### src/rtl/ledger_uart_tx_pkg.sv
// Shared types and ASCII constants for the ledger UART transmit path.
// Included by the top-level controller and by the byte serializer.
package ledger_uart_tx_pkg;

    localparam logic [7:0] ASCII_CR       = 8'h0D;
    localparam logic [7:0] ASCII_LF       = 8'h0A;
    localparam logic [7:0] ASCII_0        = 8'h30;
    localparam logic [7:0] ASCII_A_OFFSET = 8'h37;

    typedef enum logic [2:0] {
        ST_IDLE,
        ST_LOAD,
        ST_SEND,
        ST_NEXT,
        ST_DONE
    } top_state_t;

    typedef enum logic [1:0] {
        TX_IDLE,
        TX_START,
        TX_DATA,
        TX_STOP
    } byte_state_t;

    function automatic logic [7:0] hex_ascii(input logic [3:0] nib);
        return (nib < 4'd10) ? (ASCII_0 + {4'd0, nib}) : (ASCII_A_OFFSET + {4'd0, nib});
    endfunction

endpackage

### src/rtl/ledger_uart_tx_byte.sv
// 8N1 byte serializer: start bit, 8 data bits LSB first, stop bit, each CLKS_PER_BIT cycles.
// tx_done fires early so the next tx_go can land exactly on the last stop-bit cycle.
//
//   state    | meaning
//   TX_IDLE  | line high, waiting for tx_go
//   TX_START | driving the start bit (0)
//   TX_DATA  | shifting out data bits, LSB first
//   TX_STOP  | driving the stop bit (1); a tx_go on its last cycle chains the next byte
module ledger_uart_tx_byte
    import ledger_uart_tx_pkg::*;
#(
    parameter int CLKS_PER_BIT = 434
) (
    input  logic       clock,
    input  logic       resetn,
    input  logic       tx_go,
    input  logic [7:0] tx_data,
    output logic       tx_line,
    output logic       tx_done
);

    localparam int BAUD_W = (CLKS_PER_BIT > 1) ? $clog2(CLKS_PER_BIT) : 1;
    localparam logic [BAUD_W-1:0] BAUD_LAST = BAUD_W'(CLKS_PER_BIT - 1);
    // Three cycles ahead of the end: covers the controller's SEND->NEXT->LOAD hops.
    localparam logic [BAUD_W-1:0] DONE_AT   = BAUD_W'(CLKS_PER_BIT - 3);

    byte_state_t       state_q, state_d;
    logic [BAUD_W-1:0] baud_q;
    logic [3:0]        bit_q;
    logic [7:0]        shift_q;
    logic              bit_end;

    assign bit_end = (baud_q == BAUD_LAST);

    always_comb begin
        state_d = state_q;
        tx_line = 1'b1;
        tx_done = 1'b0;
        case (state_q)
            TX_IDLE: ;
            TX_START: begin
                tx_line = 1'b0;
                if (bit_end) state_d = TX_DATA;
            end
            TX_DATA: begin
                tx_line = shift_q[0];
                if (bit_end && bit_q == 4'd8) state_d = TX_STOP;
            end
            TX_STOP: begin
                tx_done = (baud_q == DONE_AT);
                if (bit_end) state_d = TX_IDLE;
            end
            default: state_d = TX_IDLE;
        endcase
        if (tx_go) state_d = TX_START;
    end

    always_ff @(posedge clock or negedge resetn) begin
        if (!resetn) begin
            state_q <= TX_IDLE;
            baud_q  <= '0;
            bit_q   <= '0;
            shift_q <= '0;
        end else begin
            state_q <= state_d;
            if (tx_go) begin
                baud_q  <= '0;
                bit_q   <= '0;
                shift_q <= tx_data;
            end else if (state_q != TX_IDLE) begin
                if (bit_end) begin
                    baud_q <= '0;
                    bit_q  <= (state_q == TX_STOP) ? 4'd0 : bit_q + 4'd1;
                    if (state_q == TX_DATA) shift_q <= {1'b0, shift_q[7:1]};
                end else begin
                    baud_q <= baud_q + 1'b1;
                end
            end
        end
    end

endmodule

### src/rtl/ledger_uart_tx.sv
// Sends one captured RAM record as uppercase ASCII hex (MSB nibble first) plus CR LF over 8N1 UART.
// Bytes are chained back to back with no idle gap on the line.
//
//   state   | meaning
//   ST_IDLE | line forced high, waiting for start
//   ST_LOAD | present byte char_idx to the serializer, pulse tx_go
//   ST_SEND | byte on the wire, waiting for tx_done
//   ST_NEXT | advance char_idx, or let the final stop bit drain
//   ST_DONE | one-cycle done pulse, busy already low
module ledger_uart_tx
    import ledger_uart_tx_pkg::*;
#(
    parameter int CLK_HZ = 50_000_000,
    parameter int BAUD   = 115200,
    parameter int WORD_W = 48
) (
    input  logic              clock,
    input  logic              resetn,
    input  logic              start,
    input  logic [WORD_W-1:0] word_in,
    output logic              uart_tx,
    output logic              busy,
    output logic              done
);

    localparam int CLKS_PER_BIT = CLK_HZ / BAUD;
    localparam int NCHARS       = WORD_W / 4;
    localparam int IDX_W        = $clog2(NCHARS + 2);
    localparam logic [IDX_W-1:0] CR_IDX   = IDX_W'(NCHARS);
    localparam logic [IDX_W-1:0] LAST_IDX = IDX_W'(NCHARS + 1);

    top_state_t        state_q, state_d;
    logic [WORD_W-1:0] shadow_q;
    logic [IDX_W-1:0]  char_idx_q;
    logic              drain_q;
    logic [3:0]        nibble;
    logic [7:0]        tx_data;
    logic              tx_go;
    logic              tx_line;
    logic              tx_done;

    always_comb begin
        nibble = '0;
        for (int i = 0; i < NCHARS; i++) begin
            if (char_idx_q == IDX_W'(i)) nibble = shadow_q[WORD_W-1-4*i -: 4];
        end
    end

    assign tx_data = (char_idx_q == CR_IDX)   ? ASCII_CR :
                     (char_idx_q == LAST_IDX) ? ASCII_LF : hex_ascii(nibble);

    always_comb begin
        state_d = state_q;
        tx_go   = 1'b0;
        done    = 1'b0;
        case (state_q)
            ST_IDLE: if (start) state_d = ST_LOAD;
            ST_LOAD: begin
                tx_go   = 1'b1;
                state_d = ST_SEND;
            end
            ST_SEND: if (tx_done) state_d = ST_NEXT;
            ST_NEXT: begin
                // tx_done is early; after LF hold here until its stop bit has fully left
                if (char_idx_q != LAST_IDX) state_d = ST_LOAD;
                else if (drain_q)           state_d = ST_DONE;
            end
            ST_DONE: begin
                done    = 1'b1;
                state_d = ST_IDLE;
            end
            default: state_d = ST_IDLE;
        endcase
    end

    always_ff @(posedge clock or negedge resetn) begin
        if (!resetn) begin
            state_q    <= ST_IDLE;
            shadow_q   <= '0;
            char_idx_q <= '0;
            drain_q    <= 1'b0;
        end else begin
            state_q <= state_d;
            if (state_q == ST_IDLE && start) begin
                shadow_q   <= word_in;
                char_idx_q <= '0;
                drain_q    <= 1'b0;
            end else if (state_q == ST_NEXT) begin
                if (char_idx_q != LAST_IDX) char_idx_q <= char_idx_q + 1'b1;
                else                        drain_q    <= 1'b1;
            end
        end
    end

    assign busy    = (state_q == ST_LOAD) || (state_q == ST_SEND) || (state_q == ST_NEXT);
    assign uart_tx = (state_q == ST_IDLE || state_q == ST_DONE) ? 1'b1 : tx_line;

    ledger_uart_tx_byte #(
        .CLKS_PER_BIT(CLKS_PER_BIT)
    ) u_byte (
        .clock  (clock),
        .resetn (resetn),
        .tx_go  (tx_go),
        .tx_data(tx_data),
        .tx_line(tx_line),
        .tx_done(tx_done)
    );

endmodule

### config.mk
export PLATFORM = sky130hd
export DESIGN_NAME = ledger_uart_tx
export DESIGN_NICKNAME = d
export VERILOG_FILES = /design/src/rtl/ledger_uart_tx_pkg.sv /design/src/rtl/ledger_uart_tx_byte.sv /design/src/rtl/ledger_uart_tx.sv
export SDC_FILE = /design/constraint.sdc
export NUM_CORES = 1
export LEC_CHECK = 0
export ABC_AREA = 1
export BUFFER_PORTS_ARGS = -buffer_cell sky130_fd_sc_hd__buf_2
export CAP_MARGIN = 20
export CORE_MARGIN = 4
export CORE_UTILIZATION = 55
export DETAILED_ROUTE_END_ITERATION = 7
export PLACE_DENSITY = 0.76
export SLEW_MARGIN = 20
export SYNTH_ARGS = -nofsm -noshare
export SYNTH_HDL_FRONTEND = slang
export SYNTH_SLANG_ARGS = --single-unit
### constraint.sdc
create_clock -name clock -period 4.74 [get_ports clock]
set_input_delay 0.474 -clock clock [delete_from_list [all_inputs] [get_ports clock]]
set_output_delay 0.474 -clock clock [all_outputs]
set_load 0.01 [all_outputs]
# ---- Word-level counts from Yosys, hierarchy flattened
# Index checks and enable logic that the tools add are counted.
dict set report classes {
  addsub 5
  magnitude_cmp 1
  n_eq_ne 31
  mux 47
  reduce_logical 20
}
# cell count
set ops {}
lappend ops {{$mux 4} 19}
lappend ops {{$mux 8} 4}
lappend ops {{$eq 4x4->1 const B} 7}
lappend ops {{$mux 9} 3}
lappend ops {{$mux 7} 3}
lappend ops {{$eq 9x9->1 const B} 2}
lappend ops {{$eq 4x3->1 const B} 4}
lappend ops {{$add 6x4->7 const A} 2}
lappend ops {{$mux 3} 4}
lappend ops {{$pmux 3 s4} 1}
lappend ops {{$reduce_bool 2->1} 6}
lappend ops {{$add 9x1->9 const B} 1}
lappend ops {{$ne 3x2->1 const B} 3}
lappend ops {{$add 4x1->4 const B} 2}
lappend ops {{$eq 4x2->1 const B} 2}
lappend ops {{$mux 2} 4}
lappend ops {{$mux 1} 7}
lappend ops {{$eq 3x2->1 const B} 2}
lappend ops {{$pmux 2 s3} 1}
lappend ops {{$reduce_and 2->1} 3}
lappend ops {{$reduce_and 3->1} 2}
lappend ops {{$eq 2x2->1 const B} 2}
lappend ops {{$eq 4x1->1 const B} 1}
lappend ops {{$logic_not 4->1} 1}
lappend ops {{other kinds (14)} 18}
dict set report word_totals {
  register_bits 79
  output_inout_bits 3
}

# ---- Longest topological paths before layout
# Gate-level depths: netlist of the first run.
dict set report depth {
  word_depth 18
  mapped_depth 22
  depth_no_buf 22
}

# ---- Cells and area by module
# Synthesis of the first run repeated with hierarchy kept, for this count alone.
dict set report unflattened {
  cells_unflattened 602
  hier_area_um2 4470.5
}
# module n_inst cells_per_inst area_each_um2 seq_area_each_um2
set by_module_without_submodules {}
lappend by_module_without_submodules {ledger_uart_tx 1 439 3078.0 1401.3}
lappend by_module_without_submodules {ledger_uart_tx_byte 1 163 1392.6 575.6}

# ---- Worst setup path before layout of the first run
# OpenSTA, ideal clock, no wires.
dict set report synth_timing {
  kind {register to register}
  start {register char_idx_q[1]}
  end {register u_byte.shift_q[1]}
  setup_ns 0.073
  arrival_time_ns 2.170
  required_time_ns 4.667
  path_slack_ns 2.497
  path_stages_with_launch 21
  path_buffers 0
  period_less_slack_ns 2.243
  cell_sequence {dfrtp_1 > inv_1 > ha_1 > inv_2 > nor2_2 > inv_2 > nor2_1 > nor2_1 > nand2_1 > nand2_1 > nand2_1 > nand2_1 > nand2_1 > nand2_1 > a21oi_1 > ha_1 > inv_1 > nand3_1 > nand2_1 > nand2_1 > a21oi_2}
}
dict set report synth_via {
  elab_chain_cells 18
  word_cells_on_any_way 33
  cone_classes {add/sub (2); order compare (1); eq/ne (13); mux (16); reduce/logical (1)}
}
# element line_no
set synth_lines {}
lappend synth_lines {{from (decl)} ledger_uart_tx.sv:34} ;# logic [IDX_W-1:0] char_idx_q;
lappend synth_lines {{from (signal assigned)} ledger_uart_tx.sv:89} ;# if (char_idx_q != LAST_IDX) char_idx_q <= char_idx_q + 1'b1;
lappend synth_lines {{$logic_not 4->1} ledger_uart_tx.sv:45} ;# if (char_idx_q == IDX_W'(i)) nibble = shadow_q[WORD_W-1-4*i -: 4];
lappend synth_lines {{$mux 4 (12 in a row)} ledger_uart_tx.sv:45}
lappend synth_lines {{$add 6x4->7 / $lt 4x4->1 (equally long branches)} ledger_uart_tx_pkg.sv:26} ;# return (nib < 4'd10) ? (ASCII_0 + {4'd0, nib}) : (ASCII_A_OFFSET + {4'd0, nib});
lappend synth_lines {{$mux 7} ledger_uart_tx_pkg.sv:26}
lappend synth_lines {{$mux 7} ledger_uart_tx.sv:50} ;# (char_idx_q == LAST_IDX) ? ASCII_LF : hex_ascii(nibble);
lappend synth_lines {{$mux 7 (*)} ledger_uart_tx.sv:49} ;# assign tx_data = (char_idx_q == CR_IDX) ? ASCII_CR :
lappend synth_lines {{$mux 8 (*)} ledger_uart_tx_byte.sv:66} ;# if (tx_go) begin
lappend synth_lines {{to (signal assigned)} ledger_uart_tx_byte.sv:69} ;# shift_q <= tx_data;
lappend synth_lines {{to (signal assigned)} ledger_uart_tx_byte.sv:74} ;# if (state_q == TX_DATA) shift_q <= {1'b0, shift_q[7:1]};
lappend synth_lines {{to (decl)} ledger_uart_tx_byte.sv:30} ;# logic [7:0] shift_q;
# Every way passes the cells marked *; elsewhere a longest branch is shown, timed or not.
# A chain may end at the register's enable or synchronous reset.

# ---- Worst setup path after layout of the first run
dict set report layout_timing {
  start {register char_idx_q[2]}
  end {register u_byte.shift_q[1]}
}
# The elaborated chain is that of the path after synthesis.

==> metrics.md, run 1 <==
| Metric | Value |
|---|---|
| Run status | finished clean |
| Die Span Y | 95.8 um |
| Gr usage total | 22.0% |
| Detail Placement HPWL | approximately 6700 um |
| # IOs | 54 |
| Syn nets | ~630 |
| Syn Inst Count | about 570 |
| Synth area leaders | dfrtp_1, nand2_1, inv_1 |
| CP Cell Sequence | nor2_2 > nand2_2 > or2_0 > nand3_1 > nand4_1 > nand2_1 > nand2_1 > nand2_1 > nand2_1 > nand2_1 > nand2_1 > a21oi_1 > ha_1 > inv_1 > nand3_1 > nand2_1 > nand2_1 > a21oi_2 |
| Post-CTS Setup Inserts | 0 |
| Grt ovf | 0 |
| # hold bufs at CTS | 0 |
| Worst Reg-to-Reg Cells | 18 |
| Fin. max-slew vios | 0 |
| Top_reg_cell synth | dfrtp_1 |
| Worst Setup End Kind | register |
| Pin count of the biggest net entering global routing | 79 |
| Critical path launch point type | register |
| YS warnings | 0 |
| Yosys top cell area share | 46.0% |
| Crit Path Max Fanout | 11 |
| Crit path top cell by count | nand2_1 |
| Period utilization | 54.9% |
| Relative slew margins | between 30% and 40% |
| Vias in the first global route | 3,627 |
| Tmin final | approximately 2600 ps |
| First-pass GRT wire length | roughly 16,000 um |
| Initial antenna violation count | 0 |
| DR iter-0 viols | 176 |
| Worst skew pair latency | between 300 and 400 ps |
| RSZ-0062 raised after global routing | false |
| Setup TNS | 0 ps |
| WP data required | 5020 ps |
| Overall power | 0.00117 W |
| Final WL | 9070 um |
| Most instantiated library cell after synthesis | nand2_1 |
| Core Area | 0.00737 sq mm |
| Worst R2R Start | char_idx_q[2] |
| Cts repair resizes | 0 |
| H-tree depth | 3 |
| Clock-pin slew on the worst setup and hold paths | 80 ps |
| Leakage | 2.57 nW |
| Max-cap violations | 0 |
| Diodes inserted | 0 |
| Worst IR drop on VDD | 0.162 mV |
| Final Hold Slack | 278 ps |
| Final nets | between 600 and 700 |
| R2R setup slack | 2140 ps |
| PortBufs | 53 |
| Critical Path Max Stage Delay | 440 ps |
| Post-synth EDFFs | 0 |
| Post-synth ARST share | 100% |
| Area of the die | 0.00918 sq mm |
| Proportion of layout cells with a drive suffix above 1 | 15.7% |
| FF+latch count, synth | 78 |
| Area Overhead vs Synth | 12.4% |
| Clk buf depth | 2 |
| Avg Inst Size Synth | 7.40 sq um |
| Synthesized area | 0.00424 sq mm |
| Initial Utilization | 57.5% |
| Sequential area share after synthesis | 46.0% |
| CTS Buf Count | 9 |
| Vias per cell | 5.07 |
| Clock network power share | between 40 and 50% |
| Switching share of power | 21.7% |
| Drt drc | 0 |
| Final setup vio count | 0 |
| Internal power | a little over 0.0009 W |
| Area post-placement | ~0.0046 sq mm |
| Final core utilization | 64.7% |
| Critical path's slowest cell | dfrtp_1 |
| Commonest cells in the netlist | nand2_1, inv_1, dfrtp_1, nor2_1, o21ai_0 |
| Fin. Hold Viols | 0 |
| Yosys cell types | 38 |
| F_max | 384 MHz |
| FP Rows | 31 |
| Reg power frac | 56.7% |
| Min-delay worst type | in2async |
| Die Width | 95.8 um |
| GP Congestion | 0.874 |
| Comb pwr share | 2.7% |
| Worst-margin pin slew | 970 ps |
| Biggest area consumer among synthesized cells | dfrtp_1 |
| Vias after detailed routing | between 3k and 4k |
| Clk sinks | 78 |
| Clock skew | 12.5 ps |
| Switching power total | 0.000254 W |
| Power per standard cell area | around 250 mW/mm^2 |
| Final design instance area without fill | 0.00477 sq mm |
| Crit path arrival time | 2890 ps |
| First-pass iteration count of the detailed router | 4 |
| CTS tree | done |
| CTS Root Cell | clkbuf_8 |
| Critical path class | reg2reg |
| Detail Route Antenna Nets | 0 |
| RR Endpoint | u_byte.shift_q[1] |
| Wire per inst | about 12 um |
-- power groups by stage --
stage                   logic (W)  clock network (W)  registers (W)
global route            0.0000374           0.000511       0.000665
floorplan           0.00000000528                  0       0.000678
CTS                     0.0000334           0.000482       0.000665
detailed placement      0.0000333                  0       0.000678
global placement        0.0000332                  0       0.000678
finish                  0.0000322           0.000476       0.000665
-- cell families (layout without fill, tap and decap cells) --
group	after synthesis	count (layout)	synth area share, %
fa+ha+maj	9	9	2.66
buf+inv	100	158	9.21
xor+xnor	1	1	0.207
simple gates	306	306	31.0
compound gates	79	79	10.9
flops	78	78	46.0
-- registers in the layout, indices dropped and copies added, names as in the netlist --
register        count
char_idx_q          4
shadow_q           48
u_byte.shift_q      7
state_q             3
u_byte.baud_q       9
u_byte.bit_q        4
u_byte.state_q      2
drain_q             1
-- worst max-delay path: cells and delay by family, from the launching register on --
kind,cells,cell delay (ps)
simple gates,14,1490
flops,1,440
compound gates,2,300
fa+ha+maj,1,260
buf+inv,1,50
-- how the worst max path moves through the flow --
stage / start / endpoint / slack (ps) / cells after the start
3_3_place_gp: char_idx_q[2] / u_byte.shift_q[1] / 2250 / 18
6_report: char_idx_q[2] / u_byte.shift_q[1] / 2140 / 18
5_1_grt: char_idx_q[1] / u_byte.shift_q[1] / 1800 / 20
3_5_place_dp: char_idx_q[2] / u_byte.shift_q[1] / 2150 / 18
2_1_floorplan: char_idx_q[1] / u_byte.shift_q[1] / 2500 / 20
4_1_cts: char_idx_q[2] / u_byte.shift_q[1] / 2130 / 18
-- placed cells by master (no fill, tap or decap), types with 2 or more instances in the layout --
master,instances
clkbuf_1,2
nand4_1,7
dfrtp_1,78
nor4_1,3
nand2_4,3
ha_1,9
o31ai_1,2
nor3_1,13
nand2_2,7
buf_4,3
or2_0,2
nand3_1,26
a21oi_1,23
a31oi_1,2
nor2_2,6
inv_1,81
clkbuf_8,9
clkinv_2,2
nand2_1,192
buf_2,52
inv_2,6
o21ai_0,39
nor2_1,42
o21ai_2,2
o22ai_1,2
-- stage by stage --
| step | std cells | setup WS [ps] |
|---|---|---|
| floorplan | 573 | 2500 |
| global placement | 715 | 2250 |
| detailed placement | 715 | 2150 |
| CTS | 730 | 2130 |
| global route | 730 | 1800 |
| finish | 730 | 2140 |
-- cell type report --
cell class,count,area (sq um)
Sequential cell,78,1950
Multi-Input combinational cell,395,1900
Clock buffer,11,131
Clock inverter,4,48.8
Timing Repair Buffer,55,283
Inverter,88,330
Fill cell,675,2600
Tap cell,99,124
-- layer usage --
layer | vias up | routed length (um) | share of wire (%) | global-route usage [%]
met5 | - | 0 | 0 | 0
met4 | 0 | 105 | 1.2 | 7.94
met3 | 12 | 464 | 5.1 | 3.60
met2 | 83 | 4130 | 46 | 34.5
met1 | 1703 | 4380 | 48 | 31.0
li1 | 1903 | - | - | -
Note: power is estimated with default switching activity, not from simulation.
==> inputs of run 2 (changes only) <==
- ABC_AREA: 1 -> 0
- CORE_UTILIZATION: 55 -> 52
- clock period: 4.74 -> 2.3 ns (I/O delays scaled with it)
==> metrics.md, run 2 <==
| Metric | Value |
|---|---|
| CTS Buf Count | 9 |
| Initial Utilization | 53.7% |
| Fin. Hold Viols | 0 |
| Top_reg_cell synth | dfrtp_1 |
| Critical path's slowest cell | dfrtp_1 |
| F_max | 415 MHz |
| Final setup margin | -111 ps |
| Largest Register | shadow_q |
| YS warnings | 0 |
| Critical Path Max Stage Delay | 410 ps |
| RSZ-0062 raised after global routing | true |
| Diodes inserted | 0 |
| Commonest cells in the netlist | dfrtp_1, mux2_2, nand2_1, o21ai_0, nor2_1 |
| Core Area | 0.00777 sq mm |
| Min-delay worst type | in2reg |
| Grt ovf | 0 |
| Top Registers | shadow_q x48, u_byte.baud_q x9, u_byte.shift_q x7 |
| Final nets | 540 |
| Reg area | around 0.0020 sq mm |
| Detail Placement HPWL | 6890 um |
| GP Congestion | 0.868 |
| Yosys top cell area share | 46.8% |
| Proportion of layout cells with a drive suffix above 1 | 37.9% |
| Crit Path Max Fanout | 4 |
| Synthesized area | 0.00417 sq mm |
| Crit path arrival time | between 2000 and 3000 ps |
| Area of the die | 0.00952 sq mm |
| Leakage | ~2.2 nW |
| CP Cell Sequence | inv_2 > ha_4 > nand3b_1 > a221o_1 > a221o_1 > a31oi_4 > inv_2 > ha_4 > nand2_2 > a21oi_1 > nand2b_1 > o22ai_1 |
| Vias after detailed routing | approximately 3.5k |
| Area Overhead vs Synth | 23.5% |
| Run status | finished with violations |
| Post-synth ARST share | 100% |
| Number of buffers and inverters on the critical path | 2 |
| Max-cap violations | 0 |
| H-tree depth | 3 |
| Sequential area share after synthesis | 46.8% |
| First-pass iteration count of the detailed router | 5 |
| Final core utilization | 66.4% |
| CTS Root Cell | clkbuf_8 |
| Clk sinks | 78 |
| Fill count | 593 |
| Leading cell types in the layout, fill and taps excluded | dfrtp_1, buf_2, mux2_2 |
| FF+latch count, synth | 78 |
| CTS tree | done |
| Clock skew | 9.41 ps |
| Critical path launch point type | register |
| Die Span Y | 97.6 um |
| Power per standard cell area | between 1000 and 1500 mW/mm^2 |
| Drt drc | 0 |
| # IOs | 54 |
| Worst-margin pin slew | around 700 ps |
| Tmin final | about 2400 ps |
| Yosys cell types | slightly above 60 |
| Vias in the first global route | 3,570 |
| Pin count of the biggest net entering global routing | 59 |
| Failing checks | setup timing |
| Critical path class | reg2reg |
| Die Width | 97.6 um |
| Final Hold Slack | around 91 ps |
| Detail Route Antenna Nets | 0 |
| Avg Inst Size Synth | 10.4 sq um |
| First-pass GRT wire length | roughly 17,000 um |
| Wire per inst | 16.9 um |
| Syn nets | 461 |
| Clk buf depth | 2 |
| Footprint of the multi-input gates | 0.00218 sq mm |
| Biggest area consumer among synthesized cells | dfrtp_1 |
| Final setup vio count | 3 |
| PortBufs | between 50 and 60 |
| Initial antenna violation count | 0 |
| Max reg flops | 48 |
| Vias per cell | between 5 and 6 |
| WP data required | 2520 ps |
| Post-synth EDFFs | 0 |
| Worst Setup End Kind | register |
| Gr usage total | 21.6% |
| DR iter-0 viols | 165 |
| Relative slew margins | 54.1% |
| Clock-pin slew on the worst setup and hold paths | roughly 80 ps |
| Fin. max-slew vios | 0 |
| Most common cell after layout, fill and taps aside | dfrtp_1 |
| Syn Inst Count | 401 |
| Worst IR drop on VDD | 0.742 mV |
| Worst skew pair latency | between 300 and 400 ps |
| Top delay family on crit path | compound AO/OA/AOI/OAI gates |
| Most instantiated library cell after synthesis | dfrtp_1 |
| Synth area leaders | dfrtp_1, mux2_2, nand2_1 |
| Period utilization | 105% |
| FP Rows | 32 |
| Final WL | 9940 um |
==> run 2: changes by cell type in the layout (fill, tap and decap cells not counted), sizes merged, moves of 7 or more <==
cell / delta
a21oi: -8
o21ai: -13
and3: +7
nand3b: +10
buf: +36
inv: -66
mux2: +43
nor2: -28
nand3: -17
nand2: -168
nor3: -9
==> run 2: layout make-up <==
cell class                 instances  share of cell area [%]
inverter                          20                    1.46
clock buffer                      10                    2.48
sequential                        78                    37.9
multi-input combinational        279                    42.2
tap                              102                    2.48
timing repair buffer              92                    11.4
clock inverter                     6                    2.11
==> run 2: where the power goes <==
part	switching [W]	leakage (nW)	total, W	internal (W)
Sequential	0.000417	0.954	0.00237	0.00196
Clock	0.000507	0.121	0.00123	0.000722
Combinational	0.00184	1.16	0.00368	0.00184
Total	0.00277	2.24	0.00728	0.00451
==> run 2: worst reg2reg max path, stage by stage (launching register included) <==
cell and delay (ps):
dfrtp_1 410, inv_2 70, ha_4 170, nand3b_1 140
a221o_1 330, a221o_1 370, a31oi_4 160, inv_2 60
ha_4 260, nand2_2 40, a21oi_1 90, nand2b_1 110
o22ai_1 70
==> run 2: timing repair <==
action	CTS	global route
gates resized for setup	6	23
buffers inserted	6	2
pin swaps	2	11
endpoints found under the hold margin	44	0
endpoints found under the setup margin	7	7
hold buffers	1	0
==> run 2: per-layer routing <==
metal / routed length (um) / global-route usage [%] / share of wire [%]
met5: 0 / 0 / 0
met3: 417 / 5.03 / 4.2
met1: 4240 / 27.3 / 43
met2: 5070 / 36.4 / 51
met4: 208 / 7.35 / 2.1
==> run 2: kinds of logic (layout without fill, tap and decap cells) <==
family	Yosys count	after routing	synth area share (%)
fa+ha+maj	10	10	2.94
flops	78	78	46.8
xor+xnor	4	4	0.839
mux	49	49	13.0
simple gates	115	115	14.8
compound gates	101	101	17.0
buf+inv	44	128	4.68
==> run 2: worst paths after layout <==
check / from / end / slack, ps / cells past startpoint
max in group asynchronous: resetn / shadow_q[32] / 1210 / 3
hold / removal: word_in[39] / shadow_q[39] / 90 / 3
min in group asynchronous: resetn / u_byte.baud_q[3] / 420 / 2
setup / recovery: char_idx_q[1] / u_byte.shift_q[1] / -110 / 12
setup reg to reg: char_idx_q[1] / u_byte.shift_q[1] / -110 / 12
hold reg to reg: u_byte.baud_q[6] / u_byte.baud_q[6] / 490 / 1
==> run 2: through the flow <==
| step | area [sq um] | setup WS (ps) | instances | power (W) | TNS (ps) |
|---|---|---|---|---|---|
| finish | 5150 | -111 | 587 | 0.00728 | -137 |
| global route | 5150 | -222 | 587 | 0.00778 | -613 |
| CTS | 5030 | -121 | 585 | 0.00691 | -158 |
| detailed placement | 4710 | -188 | 562 | 0.00548 | -531 |
| global placement | 4710 | -93.1 | 562 | 0.00534 | -94.3 |
| floorplan | 4200 | -106 | 401 | 0.00453 | -110 |
